File: config.mk
export PLATFORM = sky130hd
export DESIGN_NAME = scan_select_sequencer
export DESIGN_NICKNAME = d
export VERILOG_FILES = /design/src/rtl/scan_select_sequencer.sv
export SDC_FILE = /design/constraint.sdc
export NUM_CORES = 1
export LEC_CHECK = 0
export CAP_MARGIN = 5
export CORE_AREA = 3 3 69 71
export CTS_BUF_LIST = sky130_fd_sc_hd__clkbuf_4
export DETAILED_ROUTE_END_ITERATION = 7
export DIE_AREA = 0 0 72 74
export GPL_ROUTABILITY_DRIVEN = 0
export MAX_ROUTING_LAYER = met4
export PLACE_DENSITY = 0.87
export SYNTH_ARGS = -nofsm -noshare
export SYNTH_HDL_FRONTEND = slang
export SYNTH_SLANG_ARGS = --single-unit
File: constraint.sdc
create_clock -name clk -period 2.8 [get_ports clk]
set_clock_uncertainty 0.1 [all_clocks]
set_input_delay 0.42 -clock clk [delete_from_list [all_inputs] [get_ports clk]]
set_output_delay 0.42 -clock clk [all_outputs]
set_load 0.01 [all_outputs]
File: src/rtl/scan_select_sequencer.sv
// scan_select_sequencer
//   Drives the select code {A,B,C} and enable en of a 3-to-8 active-low
//   decoder. Each unmasked channel is held active for dwell+1 cycles, with
//   BLANK_CYCLES en-low cycles between channels. The select code changes at
//   the start of the gap, so the decoder sees a stable code before en rises.
//
// Ports
//   clk       : system clock, rising edge
//   rst       : synchronous active-high reset
//   start     : one-cycle scan request, accepted only when idle and stop=0
//   stop      : end the scan at the end of the current dwell (latched)
//   single    : 1 = one pass over 0..7, 0 = wrap until stopped (sampled on start)
//   dwell     : active length minus one (sampled on entry to each dwell)
//   skip_mask : bit i = 1 skips channel i (read at every channel selection)
//   A, B, C   : registered select code, A is the MSB
//   en        : registered decoder enable, active high
//   busy      : high while a scan is in progress
//   done      : one-cycle pulse when a scan ends
module scan_select_sequencer #(
  parameter int DWELL_W      = 8,
  parameter int BLANK_CYCLES = 1
) (
  input  logic               clk,
  input  logic               rst,
  input  logic               start,
  input  logic               stop,
  input  logic               single,
  input  logic [DWELL_W-1:0] dwell,
  input  logic [7:0]         skip_mask,
  output logic               A,
  output logic               B,
  output logic               C,
  output logic               en,
  output logic               busy,
  output logic               done
);

  typedef enum logic [1:0] {
    S_IDLE  = 2'd0,
    S_DWELL = 2'd1,
    S_BLANK = 2'd2
  } state_t;

  localparam int BW = (BLANK_CYCLES > 1) ? $clog2(BLANK_CYCLES) : 1;
  localparam logic [BW-1:0] BLANK_LOAD = (BLANK_CYCLES > 0) ? BW'(BLANK_CYCLES - 1) : '0;

  state_t             r_state;
  logic [2:0]         r_sel;
  logic               r_en;
  logic               r_busy;
  logic               r_done;
  logic               r_stop;
  logic               r_single;
  logic [DWELL_W-1:0] r_cnt;
  logic [BW-1:0]      r_bcnt;

  logic               w_first_vld;
  logic [2:0]         w_first_ch;
  logic               w_next_vld;
  logic [2:0]         w_next_ch;

  // Lowest unmasked channel, used when a scan is accepted.
  always_comb begin
    w_first_vld = ~&skip_mask;
    w_first_ch  = 3'd0;
    for (int i = 7; i >= 0; i--) begin
      if (!skip_mask[i]) begin
        w_first_ch = 3'(i);
      end
    end
  end

  // Next unmasked channel above the current one. Offsets are scanned from
  // far to near so the nearest candidate wins. Offset 8 wraps back onto the
  // current channel, which lets a lone unmasked channel be reselected in
  // continuous mode; single mode only accepts candidates that do not wrap.
  always_comb begin
    w_next_vld = 1'b0;
    w_next_ch  = r_sel;
    for (int k = 8; k >= 1; k--) begin
      if (!skip_mask[r_sel + 3'(k)] && (!r_single || (int'(r_sel) + k) <= 7)) begin
        w_next_vld = 1'b1;
        w_next_ch  = r_sel + 3'(k);
      end
    end
  end

  always_ff @(posedge clk) begin
    if (rst) begin
      r_state  <= S_IDLE;
      r_sel    <= '0;
      r_en     <= 1'b0;
      r_busy   <= 1'b0;
      r_done   <= 1'b0;
      r_stop   <= 1'b0;
      r_single <= 1'b0;
      r_cnt    <= '0;
      r_bcnt   <= '0;
    end else begin
      r_done <= 1'b0;
      case (r_state)
        S_IDLE: begin
          if (start && !stop) begin
            r_single <= single;
            if (w_first_vld) begin
              r_state <= S_DWELL;
              r_sel   <= w_first_ch;
              r_en    <= 1'b1;
              r_busy  <= 1'b1;
              r_cnt   <= dwell;
            end else begin
              // Every channel masked: report completion without scanning.
              r_done <= 1'b1;
            end
          end
        end

        S_DWELL: begin
          if (stop) begin
            r_stop <= 1'b1;
          end
          if (r_cnt != '0) begin
            r_cnt <= r_cnt - DWELL_W'(1);
          end else if (r_stop || stop || !w_next_vld) begin
            r_state <= S_IDLE;
            r_en    <= 1'b0;
            r_busy  <= 1'b0;
            r_done  <= 1'b1;
            r_stop  <= 1'b0;
          end else begin
            r_sel <= w_next_ch;
            if (BLANK_CYCLES == 0) begin
              // No gap: stay in DWELL with en held high on the new channel.
              r_cnt <= dwell;
            end else begin
              r_state <= S_BLANK;
              r_en    <= 1'b0;
              r_bcnt  <= BLANK_LOAD;
            end
          end
        end

        S_BLANK: begin
          if (stop) begin
            r_state <= S_IDLE;
            r_busy  <= 1'b0;
            r_done  <= 1'b1;
            r_stop  <= 1'b0;
          end else if (r_bcnt == '0) begin
            r_state <= S_DWELL;
            r_en    <= 1'b1;
            r_cnt   <= dwell;
          end else begin
            r_bcnt <= r_bcnt - BW'(1);
          end
        end

        default: r_state <= S_IDLE;
      endcase
    end
  end

  assign A    = r_sel[2];
  assign B    = r_sel[1];
  assign C    = r_sel[0];
  assign en   = r_en;
  assign busy = r_busy;
  assign done = r_done;

endmodule

* Word-level counts from Yosys, hierarchy flattened *
Cells that the tools add are included.

storage, ports and cells
  bits in registers = 19
  input bits = 21
  output and inout bits = 6
  word-level logic and storage cells = 181

cells by class
  $add $sub $neg = 17
  magnitude comparators = 16
  eq/ne operators = 13
  muxes and demuxes = 82
  reduce and logical (&&, ||, !) cells = 44

operators with widths
  operator             count
  $mux 3               19
  $mux 8               5
  $mux 1               36
  $lt 3x4->1 const B   8
  $le 4x3->1 const B   7
  $bmux 1 s3           8
  $pmux 8 s3           1
  $reduce_and 6->1     4
  $ne 2x2->1 const B   9
  $add 3x3->4 const B  4
  $add 3x3->3 const B  4
  $mux 2               6
  $logic_not 1->1      11
  $logic_or 1x1->1     10
  $logic_and 1x1->1    9
  $pmux 1 s3           3
  $add 3x2->4 const B  2
  $ne 8x8->1 const B   1
  $reduce_and 4->1     2
  $reduce_and 8->1     1
  $reduce_bool 8->1    1
  $sub 8x1->8 const B  1
  $add 3x2->3 const B  2
  $pmux 2 s3           1
  other kinds (14)     17

* Logic depth before layout (Yosys ltp) *
  word-level depth = 17
  depth in mapped cells = 12
  gate-level depth less buffers = 9

* Least setup slack after synthesis *
OpenSTA, ideal clock, no wires.

  path kind = reg2reg
  start = register r_sel[0]
  end = register r_busy (netlist: busy)
  library setup time = 0.123 ns
  data arrival time = 2.746 ns
  data required time = 2.577 ns
  path slack = -0.169 ns
  stages on the path, launching flop included = 12
  buffers on the path = 3
  period minus slack after synthesis = 2.969 ns
  path through = dfxtp_1 -> buf_6 -> buf_8 -> inv_1 -> ha_1 -> buf_4 -> mux4_2 -> a211oi_2 -> nor4_4 -> o211ai_2 -> a2111oi_4 -> mux2_1

on the way
  cells in the longest elaborated chain, start to end = 16
  elaborated cells on any way between the ends = 75
  those cells by class = 15 x add/sub; 8 x order compare; 1 x eq/ne; 24 x mux; 27 x reduce/logical

ends and longest elaborated chain
  what                                                  RTL line  source
  start: declaration                                    48        logic [2:0] r_sel;
  start signal: assignment                              107       r_sel <= w_first_ch;
  start signal: assignment                              131       r_sel <= w_next_ch;
  $add 3x4->5 (tied with other cells)                   81        if (!skip_mask[r_sel + 3'(k)] && (!r_single || (int'(r_sel) + k) <= 7)) begin
  $le 5x3->1 (tied with other cells)                    81
  $logic_or 1x1->1 (tied with other cells)              81
  $logic_and 1x1->1 or $logic_not 1->1 (tied branches)  81
  $mux 1 or $logic_and 1x1->1 (tied branches)           81
  $mux 1 (6 in a row)                                   81
  $mux 1 (*)                                            81
  $logic_not 1->1 (*)                                   124       end else if (r_stop || stop || !w_next_vld) begin
  $logic_or 1x1->1 (*)                                  124
  $ne 2x2->1 (no line) (*)                              n/a
  $reduce_and 6->1 (no line) (*)                        n/a
  end signal: assignment                                109       r_busy <= 1'b1;
  end signal: assignment                                127       r_busy <= 1'b0;
  end signal: assignment                                146       r_busy <= 1'b0;
  end: declaration                                      50        logic r_busy;

Mark *: on every way between the ends. The rest lies on a longest branch, timed or not. The select of a mux whose other input is x is not followed.
A chain may end at the register's enable or synchronous reset.

* Worst setup path in the final report *
  start = register r_sel[0]
  end = register r_sel[0]

on the way
  cells in the longest elaborated chain, start to end = 16
  elaborated cells on any way between the ends = 86
  those cells by class = 15 x add/sub; 8 x order compare; 2 x eq/ne; 34 x mux; 27 x reduce/logical

ends and longest elaborated chain
  what                                                  RTL line
  $add 3x4->5 (tied with other cells)                   81
  $le 5x3->1 (tied with other cells)                    81
  $logic_or 1x1->1 (tied with other cells)              81
  $logic_and 1x1->1 or $logic_not 1->1 (tied branches)  81
  $mux 1 or $logic_and 1x1->1 (tied branches)           81
  $mux 1 (7 in a row)                                   81
  $logic_not 1->1                                       124
  $logic_or 1x1->1                                      124
  $ne 2x2->1 (no line)                                  n/a
  $reduce_and 6->1 (no line)                            n/a

Several ways; a longest one is shown, not always the timed one. The select of a mux whose other input is x is not followed.

==> impl_results.md <==
- Final Cell Area: between 2000 and 3000 um^2
- WL final: 5.61 mm
- Routed met3 length: 305 um
- H-tree depth: 1
- Core Footprint: 4290 um^2
- Crit path max fanout: 6
- M1 WL: between 2 and 2.5 mm
- Setup violation total in the final timing report: 0
- Top-area cell type share of the netlist area: 0.169
- Drt drc: 0
- Metal2 WL: 2.78 mm
- Syn Std Cell Area: 2130 um^2
- Leading area contributor after synthesis: dfxtp_1
- Most numerous cell in the Yosys netlist: nand2_1
- Register area share after synthesis: 0.169
- Top post-synthesis cells by area: dfxtp_1 17%, mux4_1 7.4%, ha_1 7.0%, nand2_1 4.8%, a21oi_1 4.7%
- Pwr Total: 3220 uW
- Place WS: -285 ps
- Post-cts hold buffer count: 0
- Clock Sinks: 18
- PwrDens: 1200 nW/um^2
- Width of the die: about 72 um
- GRT overflow: 0
- Hold WC Path Type: flip-flop to flip-flop
- Placement Cell Area: 2590 um^2
- Mapped Nets: about 280
- Number of synthesized flops with an enable pin: 0
- I/O pin cnt: 27
- Peak supply drop: between 0.5 and 0.6 mV
- Primary FF master, synth: dfxtp_1
- Post-synth ARST share: 0
- Clock Latency Late Sink: 310 ps
- Fin crit share: 0.974
- Post-route setup slack: ~73 ps
- Initial DRT Pass Iterations: 4
- Status: complete, no violations
- Final hold viol count: 0
- Max Clk Rate: 0.367 GHz
- Full die area: 5330 um^2
- Area growth from synthesis to layout: 25.8%
- Syn avg cell area: 8.67 um^2
- Clock root buffer: clkbuf_4
- Synth cell types: between 60 and 70
- Synth cell count leaders: 27 x nand2_1, 23 x nor2_1, 20 x a21oi_1, 18 x dfxtp_1, 16 x o21ai_0
- Antenna Nets Post-Route: 0
- Data required, critical path: 2940 ps
- Slew headroom: 0.477
- Detail Placement HPWL: 4.14 mm
- Largest net degree at the start of global routing: 22
- CP Launch Type: flip-flop
- Num rows: 24
- Yosys reg bits: 18
- Slew @ Worst Pin: 779 ps
- Initial antenna violation count: 0
- I/O Buffers: 26
- Critical path capture point type: flip-flop
- Die Y-Extent: 74 um
- Initial Util: 0.497
- WP data arrival: approximately 2900 ps
- Mapped Cells: ~250
- CTS tree: built
- Num CTS Buffers: 3
- Tmin final: 2730 ps
- Leak pwr: 0.00105 uW
- Fraction of layout cells with a size suffix above 1: 0.252
- Max Cap Viol: 0
- Hold slack: 402 ps
- Nets: roughly 330
- CTS max path bufs: 2
- Crit path kind: flip-flop to flip-flop
- Gr usage total: 0.212
- Vias in the first global route: 2001
- Syn. warnings: 0
- Diodes inserted: 0
- Vias: 2187
- Clock transition at path regs: ~110 ps
- Iter 0 DRT Violations: 179
- Drt wl/cell: 16.0 um
- Vias/cell: 6.25
- RSZ-0062 raised after global routing: true
- Global-route wire length before repair: just under 9 mm
- Max Used Layer: met4
- Fin. max-slew vios: 0
[repair_timing]
item | in CTS | in global routing
pin swaps | 0 | 2
setup endpoints to repair | 2 | 4
setup buffers | 0 | 2
gates resized for setup | 1 | 11
[logic make-up (layout without fill, tap and decap cells)]
group,count (synthesis),after routing,share of synthesized area
adder cells (fa/ha/maj),12,12,0.0704
buffers and inverters,25,77,0.0845
multiplexers,16,16,0.145
AND/OR/NAND/NOR,93,93,0.241
XOR/XNOR,2,2,0.0153
AO/OA/AOI/OAI,80,80,0.275
flip-flops,18,18,0.169
[through the flow]
| stage | setup TNS, ps | util | std cells |
|---|---|---|---|
| floorplan | -132 | - | 246 |
| global placement | -491 | 0.603 | 344 |
| detailed placement | -900 | 0.603 | 344 |
| CTS | 0 | 0.612 | 348 |
| global route | -22.9 | 0.624 | 350 |
| finish | 0 | 0.624 | 350 |
[worst max-delay path, stage by stage (launching register included)]
cell,delay (ps)
dfxtp_4,380
inv_4,50
ha_4,310
mux4_2,560
and2b_2,240
a211oi_4,210
nor4_4,70
buf_4,150
a311oi_4,310
o311ai_2,170
o211ai_1,100
[where the power goes]
group	switching [uW]	internal, uW
sequential	62.8	340
clock	92.3	52.2
combinational	1400	1280
[layout by cell type (no fill, tap or decap), types with 4 or more instances in the layout]
master,instances
a21oi_1,20
a311oi_1,4
ha_1,10
inv_1,10
mux2i_1,4
nor2b_1,7
o21ai_0,16
mux4_2,7
buf_4,33
a31oi_1,4
nor2_1,23
nand2b_1,4
nand2_1,27
dfxtp_1,16
nand3_1,4
nor3_1,4
clkdlybuf4s50_1,24
[worst paths after layout]
| kind | endpoint | start | slack [ps] | cells past startpoint |
|---|---|---|---|---|
| hold / removal | r_cnt[3] | r_cnt[3] | 400 | 2 |
| hold reg to reg | r_cnt[3] | r_cnt[3] | 400 | 2 |
| setup reg to reg | r_sel[0] | r_sel[0] | 70 | 10 |
| setup / recovery | r_sel[0] | r_sel[0] | 70 | 10 |
[layout make-up]
type,instances,area [um^2]
timing repair buffer,61,529
tap,52,65.1
multi-input combinational,203,1630
inverter,12,61.3
clock inverter,1,3.75
clock buffer,3,22.5
sequential,18,365
fill,356,1610
[layer usage]
| layer | global-route usage | up-vias |
|---|---|---|
| met4 | 0.0438 | 0 |
| met2 | 0.362 | 81 |
| li1 | - | 1022 |
| met1 | 0.263 | 1071 |
| met5 | - | - |
| met3 | 0.0392 | 13 |
[sequential cells by signal, summed over array words and instances (netlist names)]
name,flops
en,1
r_cnt,8
r_stop,1
busy,1
r_sel,3
r_single,1
done,1
r_state,2
Power figures use the tool's default switching activity.
